### src/rtl/seq_comparator.sv
// seq_comparator: slice-serial magnitude comparator, MSB slice first.
// Compares A and B CHUNK bits per cycle, signed or unsigned, and reports
// one-hot lt/eq/gt plus an SLT-style result word.
// Optional feature macro: CMP_EARLY_EXIT_EN (stop at the first differing
// slice). When undefined, every compare takes exactly N cycles.
module seq_comparator #(
    parameter int unsigned WIDTH = 64,
    parameter int unsigned CHUNK = 8
) (
    input  logic             clk,
    input  logic             rst,
    input  logic             in_valid,
    output logic             in_ready,
    input  logic [WIDTH-1:0] A,
    input  logic [WIDTH-1:0] B,
    input  logic             is_signed,
    output logic             out_valid,
    input  logic             out_ready,
    output logic             lt,
    output logic             eq,
    output logic             gt,
    output logic [WIDTH-1:0] out
);
    localparam int unsigned N = WIDTH / CHUNK;
    localparam int unsigned IdxW = (N > 1) ? $clog2(N) : 1;
    localparam logic [IdxW-1:0] IdxTop = IdxW'(N - 1);

    typedef enum logic [1:0] {StIdle, StRun, StDone} state_e;

    state_e            state_q, state_d;
    logic [WIDTH-1:0]  a_q, a_d, b_q, b_d;
    logic              sgn_q, sgn_d;
    logic [IdxW-1:0]   idx_q, idx_d;
    logic              lt_q, lt_d, eq_q, eq_d, gt_q, gt_d;
    logic [CHUNK-1:0]  sa, sb;
    logic              s_lt, s_gt;

    // Select the current slice; in signed mode the top slice gets its MSB flipped
    // so an unsigned compare of it orders two's-complement values correctly.
    always_comb begin
        sa = a_q[idx_q*CHUNK +: CHUNK];
        sb = b_q[idx_q*CHUNK +: CHUNK];
        if (sgn_q && (idx_q == IdxTop)) begin
            sa[CHUNK-1] = ~sa[CHUNK-1];
            sb[CHUNK-1] = ~sb[CHUNK-1];
        end
    end

    assign s_lt = (sa < sb);
    assign s_gt = (sa > sb);

`ifndef CMP_EARLY_EXIT_EN
    // Sticky verdict: the first differing slice wins, later slices cannot override it.
    logic dec_q, dec_d, vlt_q, vlt_d, vgt_q, vgt_d;
    logic now_lt, now_gt;

    // Sticky verdict next-state; cleared on accept.
    always_comb begin
        dec_d = dec_q;
        vlt_d = vlt_q;
        vgt_d = vgt_q;
        if (state_q == StIdle && in_valid) begin
            dec_d = 1'b0;
            vlt_d = 1'b0;
            vgt_d = 1'b0;
        end else if (state_q == StRun && !dec_q && (s_lt || s_gt)) begin
            dec_d = 1'b1;
            vlt_d = s_lt;
            vgt_d = s_gt;
        end
        now_lt = dec_q ? vlt_q : s_lt;
        now_gt = dec_q ? vgt_q : s_gt;
    end

    // Sticky verdict registers.
    always_ff @(posedge clk or posedge rst) begin
        if (rst) begin
            dec_q <= 1'b0;
            vlt_q <= 1'b0;
            vgt_q <= 1'b0;
        end else begin
            dec_q <= dec_d;
            vlt_q <= vlt_d;
            vgt_q <= vgt_d;
        end
    end
`endif

    // FSM next-state, operand latch and result flags.
    always_comb begin
        state_d = state_q;
        a_d     = a_q;
        b_d     = b_q;
        sgn_d   = sgn_q;
        idx_d   = idx_q;
        lt_d    = lt_q;
        eq_d    = eq_q;
        gt_d    = gt_q;
        case (state_q)
            StIdle: begin
                if (in_valid) begin
                    a_d     = A;
                    b_d     = B;
                    sgn_d   = is_signed;
                    idx_d   = IdxTop;
                    state_d = StRun;
                end
            end
            StRun: begin
`ifdef CMP_EARLY_EXIT_EN
                if (s_lt || s_gt) begin
                    lt_d    = s_lt;
                    gt_d    = s_gt;
                    eq_d    = 1'b0;
                    state_d = StDone;
                end else if (idx_q == '0) begin
                    lt_d    = 1'b0;
                    gt_d    = 1'b0;
                    eq_d    = 1'b1;
                    state_d = StDone;
                end else begin
                    idx_d = idx_q - 1'b1;
                end
`else
                if (idx_q == '0) begin
                    lt_d    = now_lt;
                    gt_d    = now_gt;
                    eq_d    = ~(now_lt | now_gt);
                    state_d = StDone;
                end else begin
                    idx_d = idx_q - 1'b1;
                end
`endif
            end
            StDone: begin
                if (out_ready) begin
                    state_d = StIdle;
                end
            end
            default: state_d = StIdle;
        endcase
    end

    // State and datapath registers.
    always_ff @(posedge clk or posedge rst) begin
        if (rst) begin
            state_q <= StIdle;
            a_q     <= '0;
            b_q     <= '0;
            sgn_q   <= 1'b0;
            idx_q   <= IdxTop;
            lt_q    <= 1'b0;
            eq_q    <= 1'b0;
            gt_q    <= 1'b0;
        end else begin
            state_q <= state_d;
            a_q     <= a_d;
            b_q     <= b_d;
            sgn_q   <= sgn_d;
            idx_q   <= idx_d;
            lt_q    <= lt_d;
            eq_q    <= eq_d;
            gt_q    <= gt_d;
        end
    end

    assign in_ready  = (state_q == StIdle);
    assign out_valid = (state_q == StDone);
    assign lt        = lt_q;
    assign eq        = eq_q;
    assign gt        = gt_q;
    assign out       = {{(WIDTH-1){1'b0}}, lt_q};

endmodule

### config.mk
export PLATFORM = sky130hd
export DESIGN_NAME = seq_comparator
export DESIGN_NICKNAME = d
export VERILOG_FILES = /design/src/rtl/seq_comparator.sv
export SDC_FILE = /design/constraint.sdc
export NUM_CORES = 1
export LEC_CHECK = 0
export CAP_MARGIN = 40
export CELL_PAD_IN_SITES_DETAIL_PLACEMENT = 0
export CELL_PAD_IN_SITES_GLOBAL_PLACEMENT = 2
export CORE_AREA = 2 2 155 157
export CTS_CLUSTER_DIAMETER = 50
export DETAILED_ROUTE_END_ITERATION = 12
export DIE_AREA = 0 0 157 159
export PLACE_DENSITY_LB_ADDON = 0.1
export SLEW_MARGIN = 25
export SYNTH_ARGS = -nofsm -noshare
export SYNTH_HDL_FRONTEND = slang
export SYNTH_SLANG_ARGS = --single-unit
### constraint.sdc
create_clock -name clk -period 13.6 [get_ports clk]
set_input_delay 2.72 -clock clk [delete_from_list [all_inputs] [get_ports clk]]
set_output_delay 2.72 -clock clk [all_outputs]
set_load 0.1 [all_outputs]
* After elaboration in Yosys (flattened, before gate mapping) *
Index checks and enable logic that the tools add are counted.

word-level totals
  flip-flop bits (word level) = 140
  input port bits = 133
  output and inout port bits = 69

operators by class
  add/sub/neg operators = 1
  magnitude comparators = 2
  equal/unequal tests = 7
  shift-type cells = 2
  muxes and demuxes = 17
  bitwise operators = 4
  reductions and logical operators = 14

operator list
  cell                                                                      count
  64-bit by 7-bit indexed part select with 8-bit output                     2
  1-bit two-way mux                                                         10
  8-bit greater-than comparator                                             1
  8-bit < comparator                                                        1
  2-bit two-way mux                                                         3
  3-bit two-way mux                                                         2
  2-bit one-hot mux with 3 select lines                                     1
  3-bit one-hot mux with 2 select lines                                     1
  3-bit AND reduction                                                       2
  1-bit logical AND                                                         4
  2-bit by 1-bit inequality test with 1-bit output (second input constant)  2
  2-bit inequality test (second input constant)                             2
  2-bit AND reduction                                                       2
  2-bit nonzero test                                                        2
  3-bit equality test (second input constant)                               1
  3-bit zero test                                                           1
  1-bit NOT                                                                 3
  3-bit by 1-bit subtractor with 3-bit output (second input constant)       1
  2-bit by 1-bit equality test with 1-bit output (second input constant)    1
  2-bit equality test (second input constant)                               1
  2-bit zero test                                                           1
  1-bit zero test                                                           1
  1-bit logical OR                                                          1
  1-bit OR                                                                  1

* Logic depth before layout (Yosys ltp) *
Gate-level depths: netlist of the first run.

  depth after elaboration = 8
  depth in mapped cells = 10

* Worst setup path after synthesis of the first run *
OpenSTA, ideal clock, no wires.

  kind = reg2out
  start = register state_q[0]
  end = output in_ready
  arrival time = 1.668 ns
  slack = 9.212 ns
  stages on the path, launching flop included = 2
  path through = dfrtp_1 -> nor2_1

between the ends
  cells in the longest elaborated chain, start to end = 1

RTL lines
  what                    RTL line  RTL
  start, declared         30        state_e state_q, state_d;
  start signal, assigned  147       state_q <= StIdle;
  start signal, assigned  156       state_q <= state_d;
  2-bit zero test         167       assign in_ready = (state_q == StIdle);
  end, declared           13        output logic in_ready,

Every way passes these cells.

* Final worst setup path of the first run *
  start = register state_q[0]
  end = output out_valid

between the ends
  cells in the longest elaborated chain, start to end = 1

RTL lines
  what                 RTL line  RTL
  2-bit equality test  168       assign out_valid = (state_q == StDone);
  end, declared        17        output logic out_valid,

Every way passes these cells.

==> run_results.csv, run 1 <==
group,metric,value,unit
cts,cts_tree,"built",
cts,numClockSinks,140,
grt,grt_pass1_wl,28900,um
cts,postCtsSetupBuffers,0,
timing,hold_ws,0.462,ns
cts,hold_buffers,0,
yosys,synthSimpleGateAreaFrac,22.5,%
cts,root_buffer,"clkbuf_16",
cells_and_area,drive_gt1_share,8.31,%
routing,drt_wl_total,18000,um
yosys,synthMuxAreaShare,13.4,%
routing,drtAntennaViolNets,0,
worst_setup_path,r2r_end,"vgt_q$_DFFE_PP0P_",
cts,cts_inserted_buffers,17,
power,power,2.21,mW
timing,fmax,220,MHz
floorplan,rows,56,
cells_and_area,fin_area,9230,um2
timing,finalClockSkew,0.00630,ns
timing,period_needed,4.55,ns
worst_setup_path,start_kind,"register",
timing,maxSlewViolCount,0,
cells_and_area,mostFrequentLayoutCell,"nand2_1",
timing,setup_viol,0,
power,p_leak,4.58,nW
cts,cts-htree-levels,4,
timing,max_slew.worst_pin.slew,0.697,ns
worst_setup_path,crit_end,"out_valid",
yosys,synth-edff-count,0,
yosys,synth.avg_cell_area,9.52,um2
cts,clkTransAtPathRegs,0.06,ns
yosys,synthArstFlopShare,100,%
run_status,status,"finished clean",
yosys,synth-adder-area-share,1.93,%
floorplan,die-height,159,um
worst_setup_path,cp.required,10.88,ns
grt,grt_usage,15.2,%
routing,wl_per_cell,14.8,um
floorplan,core-area,23200,um2
cells_and_area,nFillCells,2381,
timing,fin_ws,9.05,ns
grt,antenna_found_initial,2,
power,vdd_drop_max,0.116,mV
cells_and_area,antenna_cells,0,
cells_and_area,final_cell_mix,"399 x nand2_1, 138 x clkdlybuf4s50_1, 137 x dfrtp_1, 63 x conb_1, 19 x mux4_1",
worst_setup_path,crit_start,"state_q[0]$_DFFE_PP0P_",
timing,fin_tns_setup,0,ns
worst_hold_path,hp-class,"register to register",
cts,clock_path_buffers,2,
cts,cts-resized-gates,0,
yosys,synthFlopType,"dfrtp_1",
yosys,synth_compound_area_share,1.91,%
floorplan,initial_core_util,30.7,%
yosys,synth-seq-cells,140,
yosys,syn_inst,748,
timing,max_slew_margin,53.4,%
yosys,synth_xor_area_share,0.246,%
worst_setup_path,crit_arrival,1.83,ns
placement,post-place-ws,8.57,ns
yosys,synth_top_cells_by_area,"dfrtp_1 48%, nand2_1 21%, mux4_1 7.0%",
worst_setup_path,reg2reg_from,"idx_q[0]$_DFFE_PP1P_",
yosys,yosys_warnings,0,
cells_and_area,final_nets,1022,
placement,globalplace.congestion,0.754,
worst_setup_path,path_max_fanout,6,
cts,clkLatencyLatePin,0.42,ns
worst_setup_path,critPathKind,"register to primary output",
yosys,synth_area_leader_cell,"dfrtp_1",
routing,dr_total_vias,5162,
timing,rsz0062_at_grt,"no",
power,p_per_area,240,nW/um2
worst_hold_path,holdPathStages,2,
yosys,netlist.area_leader.share,48.1,%
yosys,ys_types,35,
yosys,netlist_area,7120,um2
routing,viasPerCell,4.27,
worst_setup_path,r2r_slack,9.74,ns
grt,grt-ovfl-total,0,
cells_and_area,area.growth.synth_to_final,29.6,%
routing,first_pass_iters,4,
placement,port_buffers,138,
flow_run,cap_violations,0,
placement,dp_hpwl,13000,um
grt,grt_max_degree,68,
timing,hold_violations,0,
floorplan,die_area,25000,um2
floorplan,ioPinCount,202,
placement,place_area,8610,um2
worst_setup_path,end_kind,"primary output",
routing,drc,0,
worst_setup_path,ff2ff_path_depth,9,
yosys,synth_top_family_by_area,"simple AND/OR/NAND/NOR gates",
timing,finalCritPeriodShare,33.5,%
routing,drtIter0Drc,283,
grt,grt_pass1_vias,5441,
floorplan,die_w,157,um
yosys,yosysSeqAreaShare,49.2,%
stage by stage:
stage,util [%],instances
6_report,39.8,1210
5_1_grt,39.8,1210
4_1_cts,39.8,1210
3_5_place_dp,37.1,1178
3_3_place_gp,36.4,1169
2_1_floorplan,-,810
worst max-delay path, stage by stage (launching register included):
cell and delay [ns]:
dfrtp_1 0.46, nand2b_1 0.19, inv_1 0.05, clkdlybuf4s50_1 0.50, buf_8 0.20
area by class of cell:
class / count / area, um2 / area share, %
flip-flops and latches: 140 / 3510 / 38.0
multi-input cells: 562 / 3100 / 33.5
repair buffers: 152 / 1580 / 17.2
clock buffers: 18 / 429 / 4.65
well taps: 319 / 399 / 4.32
clock inverters: 14 / 194 / 2.10
inverters: 5 / 23.8 / 0.257
registers in the layout (all words and copies together) (netlist names):
signal / flops
sgn_q: 1
state_q: 2
eq: 1
idx_q: 3
a_q: 64
gt: 1
vgt_q: 1
b_q: 64
dec_q: 1
vlt_q: 1
lt: 1
per-layer routing:
| metal | GRT usage, % | part of all wire, % | vias to the layer above |
|---|---|---|---|
| li1 | - | - | 2537 |
| met1 | 20.3 | 47 | 2477 |
| met2 | 24.6 | 48 | 125 |
| met3 | 3.48 | 4.3 | 19 |
| met4 | 4.25 | 0.98 | 4 |
| met5 | 0 | 0.17 | - |
how the worst min path moves through the flow:
| stage | slack [ns] | end | from |
|---|---|---|---|
| after CTS | 0.47 | b_q[8]$_DFFE_PP0P_ | b_q[8]$_DFFE_PP0P_ |
| after floorplan | 0.44 | a_q[10]$_DFFE_PP0P_ | a_q[10]$_DFFE_PP0P_ |
| after global placement | 0.45 | a_q[21]$_DFFE_PP0P_ | a_q[21]$_DFFE_PP0P_ |
| after global routing | 0.49 | b_q[8]$_DFFE_PP0P_ | b_q[8]$_DFFE_PP0P_ |
| final | 0.46 | b_q[8]$_DFFE_PP0P_ | b_q[8]$_DFFE_PP0P_ |
| after detailed placement | 0.45 | a_q[10]$_DFFE_PP0P_ | a_q[10]$_DFFE_PP0P_ |
cell usage after synthesis, drive strengths merged, types with 3 or more instances:
library cell / count
nand2: 399
dfrtp: 137
inv: 5
clkbuf: 8
nor2: 6
mux2i: 7
dfstp: 3
nand2b: 3
nor2b: 3
mux2: 8
ha: 11
buf: 95
mux4: 32
o21ai: 3
a21oi: 8
power breakdown:
group	switching, mW	internal, mW
Clock	0.184	0.307
Combinational	0.558	0.416
Sequential	0.130	0.619
Total	0.871	1.34
cells by family after synthesis:
group           count (synthesis)
simple gates                  419
xor+xnor                        2
fa+ha+maj                      11
other cells                     1
mux                            47
buf+inv                       108
flops                         140
compound gates                 20
Note: power is estimated with default switching activity, not from simulation.
==> run 2: changes to the inputs <==
--- a/config.mk
+++ b/config.mk
@@ -8,10 +8,10 @@
 export CAP_MARGIN = 40
 export CELL_PAD_IN_SITES_DETAIL_PLACEMENT = 0
 export CELL_PAD_IN_SITES_GLOBAL_PLACEMENT = 2
-export CORE_AREA = 2 2 155 157
+export CORE_AREA = 2 2 169 171
 export CTS_CLUSTER_DIAMETER = 50
 export DETAILED_ROUTE_END_ITERATION = 12
-export DIE_AREA = 0 0 157 159
+export DIE_AREA = 0 0 171 173
 export PLACE_DENSITY_LB_ADDON = 0.1
 export SLEW_MARGIN = 25
 export SYNTH_ARGS = -nofsm -noshare
==> constraint.sdc (replaced) <==
create_clock -name clk -period 3.8 [get_ports clk]
set_input_delay 0.76 -clock clk [delete_from_list [all_inputs] [get_ports clk]]
set_output_delay 0.76 -clock clk [all_outputs]
set_load 0.1 [all_outputs]
==> run 2 against run 1 <==
Compared with the run above:
- non-clock buffer count shrank 1
- critical path depth rose by 5
- final cell count rose by 4.8%
- largest power group unchanged
==> run_results.csv, run 2 (synthesized netlist as in run 1, its figures left out) <==
group,metric,value,unit
worst_setup_path,critPathKind,"register to register",
placement,dp_hpwl,14200,um
cts,root_buffer,"clkbuf_16",
cells_and_area,final_cell_mix,"399 x nand2_1, 137 x dfrtp_1, 137 x clkdlybuf4s50_1, 63 x conb_1, 19 x mux4_1",
timing,rsz0062_at_grt,"no",
placement,port_buffers,138,
worst_setup_path,end_kind,"register",
power,p_per_area,859,nW/um2
floorplan,core-area,27600,um2
power,seq_power_share,34.9,%
placement,post-place-ws,0.423,ns
timing,period_needed,3.32,ns
floorplan,initial_core_util,25.8,%
worst_hold_path,hp-class,"register to register",
power,power,7.96,mW
grt,grt_max_degree,141,
cts,clkTransAtPathRegs,0.06,ns
cells_and_area,fin_area,9270,um2
grt,grt_pass1_vias,5559,
routing,dr_total_vias,5189,
floorplan,die_area,29600,um2
timing,max_slew_margin,48.5,%
timing,fin_ws,0.479,ns
grt,grt_usage,13.4,%
timing,max_slew.worst_pin.slew,0.773,ns
cells_and_area,antenna_cells,0,
grt,grt-ovfl-total,0,
cells_and_area,mostFrequentLayoutCell,"nand2_1",
power,p_leak,4.58,nW
grt,antenna_found_initial,0,
placement,globalplace.congestion,0.765,
power,p_clk_share,22.2,%
cts,numClockSinks,140,
cts,cts_inserted_buffers,17,
cts,clkLatencyLatePin,0.41,ns
floorplan,die-height,173,um
power,combPwrFrac,42.9,%
worst_setup_path,crit_family,"multiplexers",
cts,clock_path_buffers,2,
timing,setup_viol,0,
routing,wl_per_cell,15.2,um
floorplan,rows,61,
placement,place_area,8640,um2
worst_setup_path,critPathMaxStageDelay,0.74,ns
worst_setup_path,path_max_fanout,26,
power,swShare,39.2,%
routing,drtIter0Drc,244,
timing,finalClockSkew,0.00806,ns
routing,drtAntennaViolNets,0,
routing,drt_wl_total,19200,um
timing,hold_violations,0,
power,vdd_drop_max,0.335,mV
timing,finalCritPeriodShare,87.4,%
cells_and_area,utilization,33.5,%
timing,fin_tns_setup,0,ns
timing,maxSlewViolCount,0,
flow_run,cap_violations,0,
cells_and_area,area.growth.synth_to_final,30.0,%
cts,cts_tree,"built",
worst_setup_path,crit_chain,"buf_12 -> mux4_1 -> mux2_2 -> ha_1 -> nor2b_1 -> o211ai_1 -> a21oi_1 -> a211oi_2 -> o21ai_0",
worst_setup_path,cp.required,4.07,ns
worst_setup_path,start_kind,"register",
power,p_sw,3.12,mW
floorplan,die_w,171,um
worst_setup_path,crit_arrival,3.59,ns
cts,hold_buffers,0,
timing,fmax,301,MHz
cts,cts-htree-levels,4,
cts,postCtsSetupBuffers,0,
grt,grt_pass1_wl,30400,um
worst_setup_path,path_buf_inv,1,
cells_and_area,final_nets,1021,
power,power.internal,4.84,mW
routing,first_pass_iters,4,
cts,cts-resized-gates,0,
floorplan,ioPinCount,202,
worst_setup_path,cpMaxStageDelayCell,"dfstp_2",
run_status,status,"finished clean",
routing,drc,0,
cells_and_area,largestRegisters,"a_q (64), b_q (64), idx_q (3)",
cells_and_area,drive_gt1_share,8.09,%
routing,viasPerCell,4.09,
cells_and_area,nFillCells,2897,
run 2: cell count changes in the layout (fill, tap and decap cells not counted):
cell             previous run  this run
clkbuf_1                    1         3
clkbuf_8                    0         2
clkinv_4                    1         3
inv_6                       3         0
buf_16                      2         0
buf_12                      1         2
buf_4                       5         7
buf_8                       6         5
clkinvlp_4                  5         2
clkdlybuf4s50_1           138       137
run 2: worst paths after layout:
path,startpoint,endpoint,slack (ns),cells after the start
min,b_q[47]$_DFFE_PP0P_,b_q[47]$_DFFE_PP0P_,0.47,2
max reg2reg,idx_q[0]$_DFFE_PP1P_,gt$_DFFE_PP0P_,0.48,9
max in group asynchronous,rst,b_q[38]$_DFFE_PP0P_,2.30,3
max,idx_q[0]$_DFFE_PP1P_,gt$_DFFE_PP0P_,0.48,9
min reg2reg,b_q[47]$_DFFE_PP0P_,b_q[47]$_DFFE_PP0P_,0.47,2
min in group asynchronous,rst,a_q[14]$_DFFE_PP0P_,0.92,3
run 2: cell type report:
| cell class | instances | area, um2 | area share [%] |
|---|---|---|---|
| Clock buffer | 22 | 464 | 5.01 |
| Clock inverter | 10 | 164 | 1.77 |
| Multi-Input combinational cell | 562 | 3100 | 33.4 |
| Sequential cell | 140 | 3510 | 37.9 |
| Timing Repair Buffer | 151 | 1540 | 16.6 |
| Tap cell | 378 | 473 | 5.10 |
| Inverter | 5 | 22.5 | 0.243 |
run 2: layer usage:
layer  wire [um]  share of wire (%)  global-route usage (%)
met5           0                  0                       0
met4         297                1.5                    4.38
met3         836                4.3                    2.56
met2        8670                 45                    20.3
met1        9450                 49                    19.2
run 2: through the flow:
stage	std cells	hold WS, ns
floorplan	810	0.437
global placement	1231	0.455
detailed placement	1236	0.455
CTS	1268	0.469
global route	1268	0.481
finish	1268	0.465
run 2: tightest hold or removal path, cell delays in order (launching register included):
cell	delay (ns)
dfrtp_1	0.33
nand2_1	0.05
nand2_1	0.05
run 2: power by group through the flow:
stage / logic (mW) / registers (mW) / clock network [mW]
floorplan: 2.71 / 2.58 / 0
CTS: 3.49 / 2.79 / 1.82
global route: 3.84 / 2.88 / 1.87
finish: 3.41 / 2.78 / 1.77
global placement: 3.28 / 2.85 / 0
detailed placement: 3.47 / 2.80 / 0
